<file path="src/rtl/lim_dec_countdown.sv">
// -----------------------------------------------------------------------------
// lim_dec_countdown
//
// Purpose:
//   Four-digit mm:ss countdown timer built from a chain of limited
//   decrementors. Each digit counts down modulo its own limit and borrows
//   from the next digit up. It shares the stopwatch's 1 Hz tick enable, drives
//   the 4 x 4-bit 7-segment display path, and flags expiry to the control
//   logic.
//
// Parameters:
//   L0..L3  limit of each digit (2..16). The digit's legal range is 0..Lx-1.
//
// Ports:
//   clk         in   1   system clock, rising-edge
//   reset       in   1   synchronous, active-high reset (overrides everything)
//   tick        in   1   one-cycle count enable (1 Hz strobe)
//   load        in   1   load the clamped preset and return to IDLE
//   preset      in  16   {d3,d2,d1,d0}, d0 = [3:0]
//   start_stop  in   1   one-cycle pulse that toggles run/pause
//   digits      out 16   current count {d3,d2,d1,d0}, registered
//   running     out  1   high while in RUN
//   done        out  1   one-cycle pulse on the edge where the count hits 0000
//   expired     out  1   high while in EXPIRED
//
// Configuration:
//   LIM_DEC_AUTO_RELOAD_EN - when defined, a shadow register keeps the last
//   loaded (clamped) preset. On expiry the count reloads from it and the
//   timer keeps running, so EXPIRED is never entered.
// -----------------------------------------------------------------------------
module lim_dec_countdown #(
    parameter int unsigned L0 = 10,
    parameter int unsigned L1 = 6,
    parameter int unsigned L2 = 10,
    parameter int unsigned L3 = 10
) (
    input  logic        clk,
    input  logic        reset,
    input  logic        tick,
    input  logic        load,
    input  logic [15:0] preset,
    input  logic        start_stop,
    output logic [15:0] digits,
    output logic        running,
    output logic        done,
    output logic        expired
);

    typedef enum logic [1:0] {
        IDLE    = 2'd0,
        RUN     = 2'd1,
        PAUSED  = 2'd2,
        EXPIRED = 2'd3
    } state_t;

    state_t      state_q, state_d;
    logic [15:0] digits_q, digits_d;
    logic        done_q, done_d;

    logic [15:0] preset_clamped;
    logic [15:0] digits_dec;
    logic [3:0]  borrow;        // borrow[i] = digit i is decremented this tick
    logic        count_nonzero;
    logic        dec_zero;

`ifdef LIM_DEC_AUTO_RELOAD_EN
    logic [15:0] shadow_q, shadow_d;
`endif

    // The least significant digit is always the one the tick decrements.
    assign borrow[0] = 1'b1;

    // Per-digit clamp of the preset and one step of the borrow chain.
    genvar gi;
    generate
        for (gi = 0; gi < 4; gi++) begin : g_digit
            localparam int unsigned LIM = (gi == 0) ? L0 :
                                          (gi == 1) ? L1 :
                                          (gi == 2) ? L2 : L3;
            localparam logic [3:0] LIM_MAX = 4'(LIM - 1);
            localparam logic [4:0] LIM_W   = 5'(LIM);

            logic [3:0] cur;
            logic [3:0] pre;
            assign cur = digits_q[gi*4 +: 4];
            assign pre = preset[gi*4 +: 4];

            // Widened compare so a limit of 16 never clamps.
            assign preset_clamped[gi*4 +: 4] = ({1'b0, pre} >= LIM_W) ? LIM_MAX : pre;

            // A digit at 0 wraps to its maximum and passes the borrow upward.
            assign digits_dec[gi*4 +: 4] = borrow[gi] ?
                                           ((cur == 4'd0) ? LIM_MAX : (cur - 4'd1)) :
                                           cur;

            if (gi < 3) begin : g_borrow
                assign borrow[gi+1] = borrow[gi] && (cur == 4'd0);
            end
        end
    endgenerate

    assign count_nonzero = (digits_q != 16'h0000);
    // Only meaningful when count_nonzero: 0000 itself is never decremented.
    assign dec_zero      = (digits_dec == 16'h0000);

    // State register.
    always_ff @(posedge clk) begin
        if (reset) begin
            state_q  <= IDLE;
            digits_q <= 16'h0000;
            done_q   <= 1'b0;
`ifdef LIM_DEC_AUTO_RELOAD_EN
            shadow_q <= 16'h0000;
`endif
        end else begin
            state_q  <= state_d;
            digits_q <= digits_d;
            done_q   <= done_d;
`ifdef LIM_DEC_AUTO_RELOAD_EN
            shadow_q <= shadow_d;
`endif
        end
    end

    // Next-state and datapath logic. load beats start_stop and tick.
    always_comb begin
        state_d  = state_q;
        digits_d = digits_q;
        done_d   = 1'b0;
`ifdef LIM_DEC_AUTO_RELOAD_EN
        shadow_d = shadow_q;
`endif
        if (load) begin
            digits_d = preset_clamped;
            state_d  = IDLE;
`ifdef LIM_DEC_AUTO_RELOAD_EN
            shadow_d = preset_clamped;
`endif
        end else begin
            case (state_q)
                IDLE: begin
                    if (start_stop && count_nonzero) begin
                        state_d = RUN;
                    end
                end
                RUN: begin
                    if (start_stop) begin
                        state_d = PAUSED;
                    end
                    if (tick && count_nonzero) begin
                        if (dec_zero) begin
                            // Reaching zero takes precedence over a
                            // simultaneous pause request.
                            done_d = 1'b1;
`ifdef LIM_DEC_AUTO_RELOAD_EN
                            digits_d = shadow_q;
                            state_d  = RUN;
`else
                            digits_d = 16'h0000;
                            state_d  = EXPIRED;
`endif
                        end else begin
                            digits_d = digits_dec;
                        end
                    end
                end
                PAUSED: begin
                    if (start_stop) begin
                        state_d = RUN;
                    end
                end
                EXPIRED: begin
                    // Only load or reset leaves this state.
                end
                default: begin
                    state_d = IDLE;
                end
            endcase
        end
    end

    // Outputs are decoded from registered state.
    always_comb begin
        digits  = digits_q;
        done    = done_q;
        running = (state_q == RUN);
        expired = (state_q == EXPIRED);
    end

endmodule

</file>
<file path="config.mk">
export PLATFORM = sky130hd
export DESIGN_NAME = lim_dec_countdown
export DESIGN_NICKNAME = d
export VERILOG_FILES = /design/src/rtl/lim_dec_countdown.sv
export SDC_FILE = /design/constraint.sdc
export NUM_CORES = 1
export LEC_CHECK = 0
export ABC_AREA = 0
export BUFFER_PORTS_ARGS = -buffer_cell sky130_fd_sc_hd__buf_2
export CORE_UTILIZATION = 56
export CTS_BUF_LIST = sky130_fd_sc_hd__clkbuf_4
export DETAILED_ROUTE_END_ITERATION = 8
export HOLD_SLACK_MARGIN = 0.08
export PLACE_DENSITY = 0.87
export SYNTH_ARGS = -nofsm -noshare
export SYNTH_HDL_FRONTEND = slang
export SYNTH_SLANG_ARGS = --single-unit
</file>
<file path="constraint.sdc">
create_clock -name clk -period 5.55 [get_ports clk]
set_input_delay 1.11 -clock clk [delete_from_list [all_inputs] [get_ports clk]]
set_output_delay 1.11 -clock clk [all_outputs]
set_load 0.1 [all_outputs]
</file>
==> results.cfg, run 1 <==
[synth]
synth_cells = 149
ys.warnings.count = 0
syn_avg_cell_area_sq_um = 8.25
syn_nets = 170
async_flop_share_pct = 0
synth_ff_type = dfxtp_1
synth_edf_count = 0
synth-seq-cells = 19
syn_area_sq_um = 1230
synth.distinct_cells = 49
seq_area_frac_synth_pct = 31.0

[setup_path]
crit_slowest_cell = buf_2
path_class = reg -> out
arrival_ps = 1430
worstSetupEndpointType = output pin
cp_cell_sequence = nor2b_1 > buf_2
crit_path_start_kind = register
path_buf_inv = 1
crit_family = buffers and inverters
crit_required_ps = 4440
timing.rr.start = digits[2]$_SDFFE_PP0P_
worstPathMaxFanout = 5
crit_start = state_q[0]$_SDFFE_PP0P_
slowest_delay_ps = 470

[finish]
nets = 209
syn_to_final_growth_pct = 17.3
final_cells = 214
most-common-layout-cells = buf_2, dfxtp_1, nor2_1
final_util_pct = 71.3
layout_commonest_cell = buf_2
drive_gt1_share_pct = 28.9
antennaDiodeCount = 0
ff_latch_area_sq_um = 380
fill_cells = 175
multi_input_area_sq_um = 786

[die]
coreArea_sq_um = 2020
die_w_um = 48.8
ios = 40
rows = 16
initial_core_util_pct = 60.8
die-area_sq_um = 2390
dieHeight_um = 48.8

[cts]
cts.path.max_buffers = 2
clk_latency_ps = 320
ctsHoldBuffers = 0
cts_buffers = 3
cts_setup_buffers = 0
cts.sink_count = 19
cts_resized = 0
cts_htree_levels = 1
clock-root-buffer = clkbuf_4
cts_tree = done
clk_pin_slew_ps = 110

[sta]
finalMaxSlewViolations = 0
grt_setup_unrepaired = false
timing.fmax_mhz = 394
skew_ps = 11.6
hold_viol = 0
period_share_pct = 45.7
relSlewSlack_pct = 59.6
finalSetupViolations = 0
worst_pin_slew_ps = 600
finalSetupTns_ps = 0
layout_min_cycle_time_ps = 2540

[worst_hold_path]
min_from = digits[7]$_SDFFE_PP0P_
hp-class = reg -> reg

[placed_design]
placed_cells = 210
post-dp-hpwl_um = 2500
portBuffers = 39
gp_congestion = 0.952

[pwr]
power_leakage_nw = 0.594
power_density_nw_per_um2 = 253
ir_worst_vdd_v = 0.000179
fin_total_pwr_uw = 365

[global_route]
grt_start_max_net_pins = 17
grt_pass1_vias = 1267
antenna_found_initial = 0
grtUsageTotal_pct = 29.2
grt_pass1_wl_um = 5580
grt_overflow = 0

[outcome]
status = finished clean

[detailed_routing]
wl_per_cell_um = 15.8
remaining_drc_errors = 0
drt_iter0_drc = 83
antenna_left = 0
dr.pass1.iters = 5
totalWireLength_um = 3370
viasPerCell = 6.65
vias = 1423

[job]
drv_cap = 0
==> path summary, 6_finish.rpt <==
| kind | end | slack [ps] | cells after the start |
|---|---|---|---|
| hold / removal | digits[7]$_SDFFE_PP0P_ | 520 | 1 |
| hold reg to reg | digits[7]$_SDFFE_PP0P_ | 520 | 1 |
| setup reg to reg | digits[0]$_SDFFE_PP0P_ | 3280 | 5 |
| setup / recovery | running | 3010 | 2 |
==> metal layers <==
metal,part of all wire [%],vias to the layer above,track usage [%]
met3,9.7,8,5.92
met1,42,645,38.2
met4,1.7,0,7.84
met5,0,-,0
li1,-,669,-
met2,47,101,48.6
==> where the power goes <==
| group | internal (mW) | total [mW] | switching (mW) |
|---|---|---|---|
| Combinational | 0.0330 | 0.132 | 0.0986 |
| Clock | 0.0270 | 0.0753 | 0.0483 |
| Sequential | 0.144 | 0.158 | 0.0135 |
==> cells by family after synthesis <==
family / after synthesis / share of synthesized area [%]
simple gates: 73 / 35.5
compound gates: 43 / 25.3
flops: 19 / 31.0
buf+inv: 10 / 5.09
mux: 3 / 2.44
xor+xnor: 1 / 0.713
==> sequential cells by signal, indices dropped and copies added, names as in the netlist <==
name,flops
state_q,2
digits,16
done,1
==> cell type report <==
type	instances	area share [%]
Clock buffer	3	1.56
Timing Repair Buffer	39	13.5
Multi-Input combinational cell	120	54.5
Sequential cell	19	26.4
Clock inverter	1	0.347
Tap cell	27	2.34
Inverter	5	1.30
==> metrics by stage <==
| stage | hold slack (ps) | area, sq um | worst slack [ps] |
|---|---|---|---|
| after floorplan | 528 | 1230 | 2680 |
| after global placement | 507 | 1410 | 3000 |
| after detailed placement | 503 | 1410 | 2980 |
| after CTS | 519 | 1440 | 3040 |
| after global routing | 536 | 1440 | 2960 |
| final | 519 | 1440 | 3010 |
==> synthesized netlist by cell type, types with 2 or more instances <==
library cell	instances	area share [%]
nor2_1	15	4.6
inv_1	5	1.5
and2_1	2	1.0
a211oi_1	2	1.2
nand2_1	8	2.4
a21oi_1	10	4.1
dlygate4sd1_1	2	1.4
mux2i_1	3	2.4
nand3b_1	4	2.4
o31ai_1	4	2.4
buf_6	2	1.8
and3_1	2	1.0
nor3_1	4	1.6
nor3b_1	3	1.8
dfxtp_1	19	31
o31a_1	2	1.4
o21ai_0	6	2.4
nor4_1	4	2.0
o211ai_1	2	1.2
a311oi_1	3	2.1
or4_1	3	1.8
a31oi_1	3	1.5
or3_1	3	1.5
nand3_1	11	4.5
nor4b_1	3	2.1
Note: power is estimated with default switching activity, not from simulation.
==> inputs of run 2 (changes only) <==
--- a/config.mk
+++ b/config.mk
@@ -7,11 +7,11 @@
 export LEC_CHECK = 0
 export ABC_AREA = 0
 export BUFFER_PORTS_ARGS = -buffer_cell sky130_fd_sc_hd__buf_2
-export CORE_UTILIZATION = 56
+export CORE_UTILIZATION = 52
 export CTS_BUF_LIST = sky130_fd_sc_hd__clkbuf_4
 export DETAILED_ROUTE_END_ITERATION = 8
 export HOLD_SLACK_MARGIN = 0.08
-export PLACE_DENSITY = 0.87
+export PLACE_DENSITY = 0.82
 export SYNTH_ARGS = -nofsm -noshare
 export SYNTH_HDL_FRONTEND = slang
 export SYNTH_SLANG_ARGS = --single-unit
==> constraint.sdc (replaced) <==
create_clock -name clk -period 2.6 [get_ports clk]
set_input_delay 0.52 -clock clk [delete_from_list [all_inputs] [get_ports clk]]
set_output_delay 0.52 -clock clk [all_outputs]
set_load 0.1 [all_outputs]
==> run 2 against run 1 <==
  * Count of clock-buffer cells in the layout is 1 higher
  * Final cell count is 1.4% higher
  * Die area is 7.4% higher
  * Combinational power is 120% higher
  * Setup slack worse by 2700 ps
  * Register-to-register slack worse by 3000 ps
  * Non-clock buffer count is 2 higher
  * Final area is 1.5% higher
==> results.cfg, run 2 (synthesized netlist as in run 1, its figures left out) <==
[outcome]
status = finished clean

[detailed_routing]
dr.pass1.iters = 4
remaining_drc_errors = 0
wl_per_cell_um = 16.0
antenna_left = 0
totalWireLength_um = 3460
viasPerCell = 6.47
vias = 1405
drt_iter0_drc = 45

[pwr]
fin_total_pwr_uw = 788
power_density_nw_per_um2 = 539
ir_worst_vdd_v = 0.000469
power_leakage_nw = 0.606

[sta]
skew_ps = 1.10
setup_slack_ps = 302
hold_ws_ps = 409
layout_min_cycle_time_ps = 2300
period_share_pct = 88.4
relSlewSlack_pct = 53.8
timing.fmax_mhz = 435
worst_pin_slew_ps = 686
finalSetupViolations = 0
hold_viol = 0
grt_setup_unrepaired = false
finalSetupTns_ps = 0
finalMaxSlewViolations = 0

[finish]
nets = 211
syn_to_final_growth_pct = 19.0
largest_reg_flops = 16
layout_commonest_cell = buf_2
most-common-layout-cells = buf_2, dfxtp_1, nor2_1
antennaDiodeCount = 0
drive_gt1_share_pct = 30.2
fill_cells = 203
final_cells = 217

[cts]
cts_resized = 0
cts.sink_count = 19
cts_buffers = 3
cts_setup_buffers = 0
cts.path.max_buffers = 2
ctsHoldBuffers = 0
cts_tree = done
clk_pin_slew_ps = 110
clk_latency_ps = 300
clock-root-buffer = clkbuf_4
cts_htree_levels = 1

[setup_path]
worstSetupEndpointType = register
ff2ff_path_depth = 5
crit_required_ps = 2790
arrival_ps = 2480
worstPathMaxFanout = 9
crit_path_start_kind = register
path_class = reg -> reg

[worst_hold_path]
hp-class = in -> reg
min_path_cells = 2

[die]
die-area_sq_um = 2560
coreArea_sq_um = 2210
ios = 40
die_w_um = 50.6
initial_core_util_pct = 55.5
rows = 17
dieHeight_um = 50.6

[global_route]
grt_overflow = 0
antenna_found_initial = 0
grtUsageTotal_pct = 29.2
grt_pass1_wl_um = 5590
grt_pass1_vias = 1250
grt_start_max_net_pins = 17

[job]
drv_cap = 0

[placed_design]
gp_congestion = 0.932
post-dp-hpwl_um = 2480
portBuffers = 39
dp_slack_ps = 403
placed_cells = 213
==> run 2: cell types whose count changed in the layout (fill, tap and decap cells not counted), sizes merged <==
cell | previous run | this run
buf | 39 | 41
clkbuf | 3 | 4
clkinv | 1 | 0
==> run 2: path summary, 6_finish.rpt <==
kind	from	end	slack [ps]
worst min register to register	digits[7]$_SDFFE_PP0P_	digits[7]$_SDFFE_PP0P_	500
worst min-delay path	start_stop	state_q[0]$_SDFFE_PP0P_	410
worst max register to register	digits[2]$_SDFFE_PP0P_	digits[11]$_SDFFE_PP0P_	300
worst max-delay path	digits[2]$_SDFFE_PP0P_	digits[11]$_SDFFE_PP0P_	300
==> run 2: final cells by class <==
class / count / area [sq um] / area share (%)
clock buffer: 4 / 30.0 / 2.05
multi-input combinational: 120 / 788 / 53.9
sequential: 19 / 380 / 26.0
tap: 28 / 35.0 / 2.40
timing repair buffer: 41 / 210 / 14.4
inverter: 5 / 18.8 / 1.28
==> run 2: power breakdown <==
part           leakage, nW  switching, mW  internal [mW]
clock network       0.0184         0.0959         0.0703
registers            0.157         0.0260          0.308
logic                0.431          0.214         0.0734
==> run 2: through the flow <==
stage | instance area, sq um | util, %
2_1_floorplan | 1230 | -
3_3_place_gp | 1430 | 64.8
3_5_place_dp | 1430 | 64.8
4_1_cts | 1460 | 66.1
5_1_grt | 1460 | 66.1
6_report | 1460 | 66.1
==> run 2: metal layers <==
| layer | share of wire, % | track usage, % | up-vias |
|---|---|---|---|
| met1 | 43 | 37.1 | 661 |
| met3 | 7.4 | 8.79 | 4 |
| met4 | 0.84 | 12.5 | 0 |
| met5 | 0 | 0 | - |
| met2 | 48 | 45.6 | 72 |
| li1 | - | - | 668 |
==> run 2: worst max-delay path, cell delays in order (launching register included) <==
cell and delay (ps):
dfxtp_1 400, or4_4 590, nor4_4 350, a31oi_1 330, a311oi_1 430, a2111oi_2 80
==> inputs of run 3 (changes only) <==
--- a/config.mk
+++ b/config.mk
@@ -6,12 +6,11 @@
 export NUM_CORES = 1
 export LEC_CHECK = 0
 export ABC_AREA = 0
-export BUFFER_PORTS_ARGS = -buffer_cell sky130_fd_sc_hd__buf_2
-export CORE_UTILIZATION = 52
+export CORE_UTILIZATION = 35
 export CTS_BUF_LIST = sky130_fd_sc_hd__clkbuf_4
 export DETAILED_ROUTE_END_ITERATION = 8
+export DONT_BUFFER_PORTS = 1
 export HOLD_SLACK_MARGIN = 0.08
-export PLACE_DENSITY = 0.82
 export SYNTH_ARGS = -nofsm -noshare
 export SYNTH_HDL_FRONTEND = slang
 export SYNTH_SLANG_ARGS = --single-unit
==> run 3 against run 2 <==
  * Setup slack better by 48 ps
  * Register-to-register slack better by 50 ps
  * First-iteration DRC count up 11%
  * Highest routed layer unchanged
  * Largest cell class unchanged
  * Critical path type unchanged
==> results.cfg, run 3 (synthesized netlist as in run 1, its figures left out) <==
[job]
drv_cap = 0

[sta]
finalSetupTns_ps = 0
setup_slack_ps = 350
skew_ps = 7.51
hold_viol = 0
grt_setup_unrepaired = false
relSlewSlack_pct = 57.7
finalSetupViolations = 0
worst_pin_slew_ps = 628
period_share_pct = 86.5
finalMaxSlewViolations = 0
hold_ws_ps = 264
layout_min_cycle_time_ps = 2250
timing.fmax_mhz = 444

[global_route]
grt_start_max_net_pins = 17
grt_overflow = 0
grt_pass1_wl_um = 6160
grt_pass1_vias = 1297
antenna_found_initial = 0
grtUsageTotal_pct = 22.1

[pwr]
fin_total_pwr_uw = 782
ir_worst_vdd_v = 0.000230
power_density_nw_per_um2 = 546
power_leakage_nw = 0.530

[die]
dieHeight_um = 61.3
die-area_sq_um = 3750
initial_core_util_pct = 36.8
die_w_um = 61.3
ios = 40
coreArea_sq_um = 3340
rows = 21

[detailed_routing]
viasPerCell = 6.13
dr.pass1.iters = 4
totalWireLength_um = 3710
drt_iter0_drc = 50
vias = 1318
wl_per_cell_um = 17.2
antenna_left = 0
remaining_drc_errors = 0

[finish]
drive_gt1_share_pct = 21.9
largest_reg_flops = 16
final_cells = 215
most-common-layout-cells = buf_4, dfxtp_1, nor2_1
fill_cells = 369
fin_area_sq_um = 1430
syn_to_final_growth_pct = 16.6
nets = 191
antennaDiodeCount = 0
final_util_pct = 42.9
layout_commonest_cell = buf_4

[placed_design]
post-dp-hpwl_um = 2760
placed_cells = 211
dp_slack_ps = 384
gp_congestion = 0.877
dpl-instance-area_sq_um = 1400
portBuffers = 0

[setup_path]
arrival_ps = 2450
path_buf_inv = 0
worstSetupEndpointType = register
worstPathMaxFanout = 8
crit_family = simple AND/OR/NAND/NOR gates
path_class = reg -> reg
crit_path_start_kind = register
crit_slowest_cell = or4_4
crit_required_ps = 2800
cp_cell_sequence = or4_4 > nor4_4 > a31oi_1 > a311oi_1 > a2111oi_2
slowest_delay_ps = 560

[cts]
cts.path.max_buffers = 2
ctsHoldBuffers = 0
clk_pin_slew_ps = 120
cts_resized = 0
clk_latency_ps = 310
cts.sink_count = 19
cts_buffers = 3
cts_setup_buffers = 0
clock-root-buffer = clkbuf_4
cts_tree = done
cts_htree_levels = 1

[worst_hold_path]
hp-class = in -> reg

[outcome]
status = finished clean
run 3: path summary, 6_finish.rpt:
| path | cells past startpoint | slack [ps] | endpoint | from |
|---|---|---|---|---|
| setup / recovery | 5 | 350 | digits[11]$_SDFFE_PP0P_ | digits[3]$_SDFFE_PP0P_ |
| hold / removal | 1 | 260 | digits[12]$_SDFFE_PP0P_ | reset |
| setup reg to reg | 5 | 350 | digits[11]$_SDFFE_PP0P_ | digits[3]$_SDFFE_PP0P_ |
| hold reg to reg | 2 | 570 | digits[15]$_SDFFE_PP0P_ | digits[15]$_SDFFE_PP0P_ |
run 3: cell type report:
class	instances	area (sq um)	share of cell area, %
inverters	5	18.8	1.31
multi-input cells	120	788	55.0
repair buffers	21	158	11.0
well taps	46	57.6	4.02
clock buffers	4	30.0	2.10
flip-flops and latches	19	380	26.6
run 3: power by group:
group | total, mW | switching (mW) | internal [mW]
combinational | 0.280 | 0.207 | 0.0735
clock | 0.171 | 0.100 | 0.0704
sequential | 0.331 | 0.0228 | 0.308
total | 0.782 | 0.330 | 0.452
run 3: layer usage:
layer,GRT usage [%],wire length [um],vias up
met5,0,0,-
met3,6.09,293,10
li1,-,-,631
met4,4.87,55,0
met2,35.4,1730,58
met1,29.6,1630,619
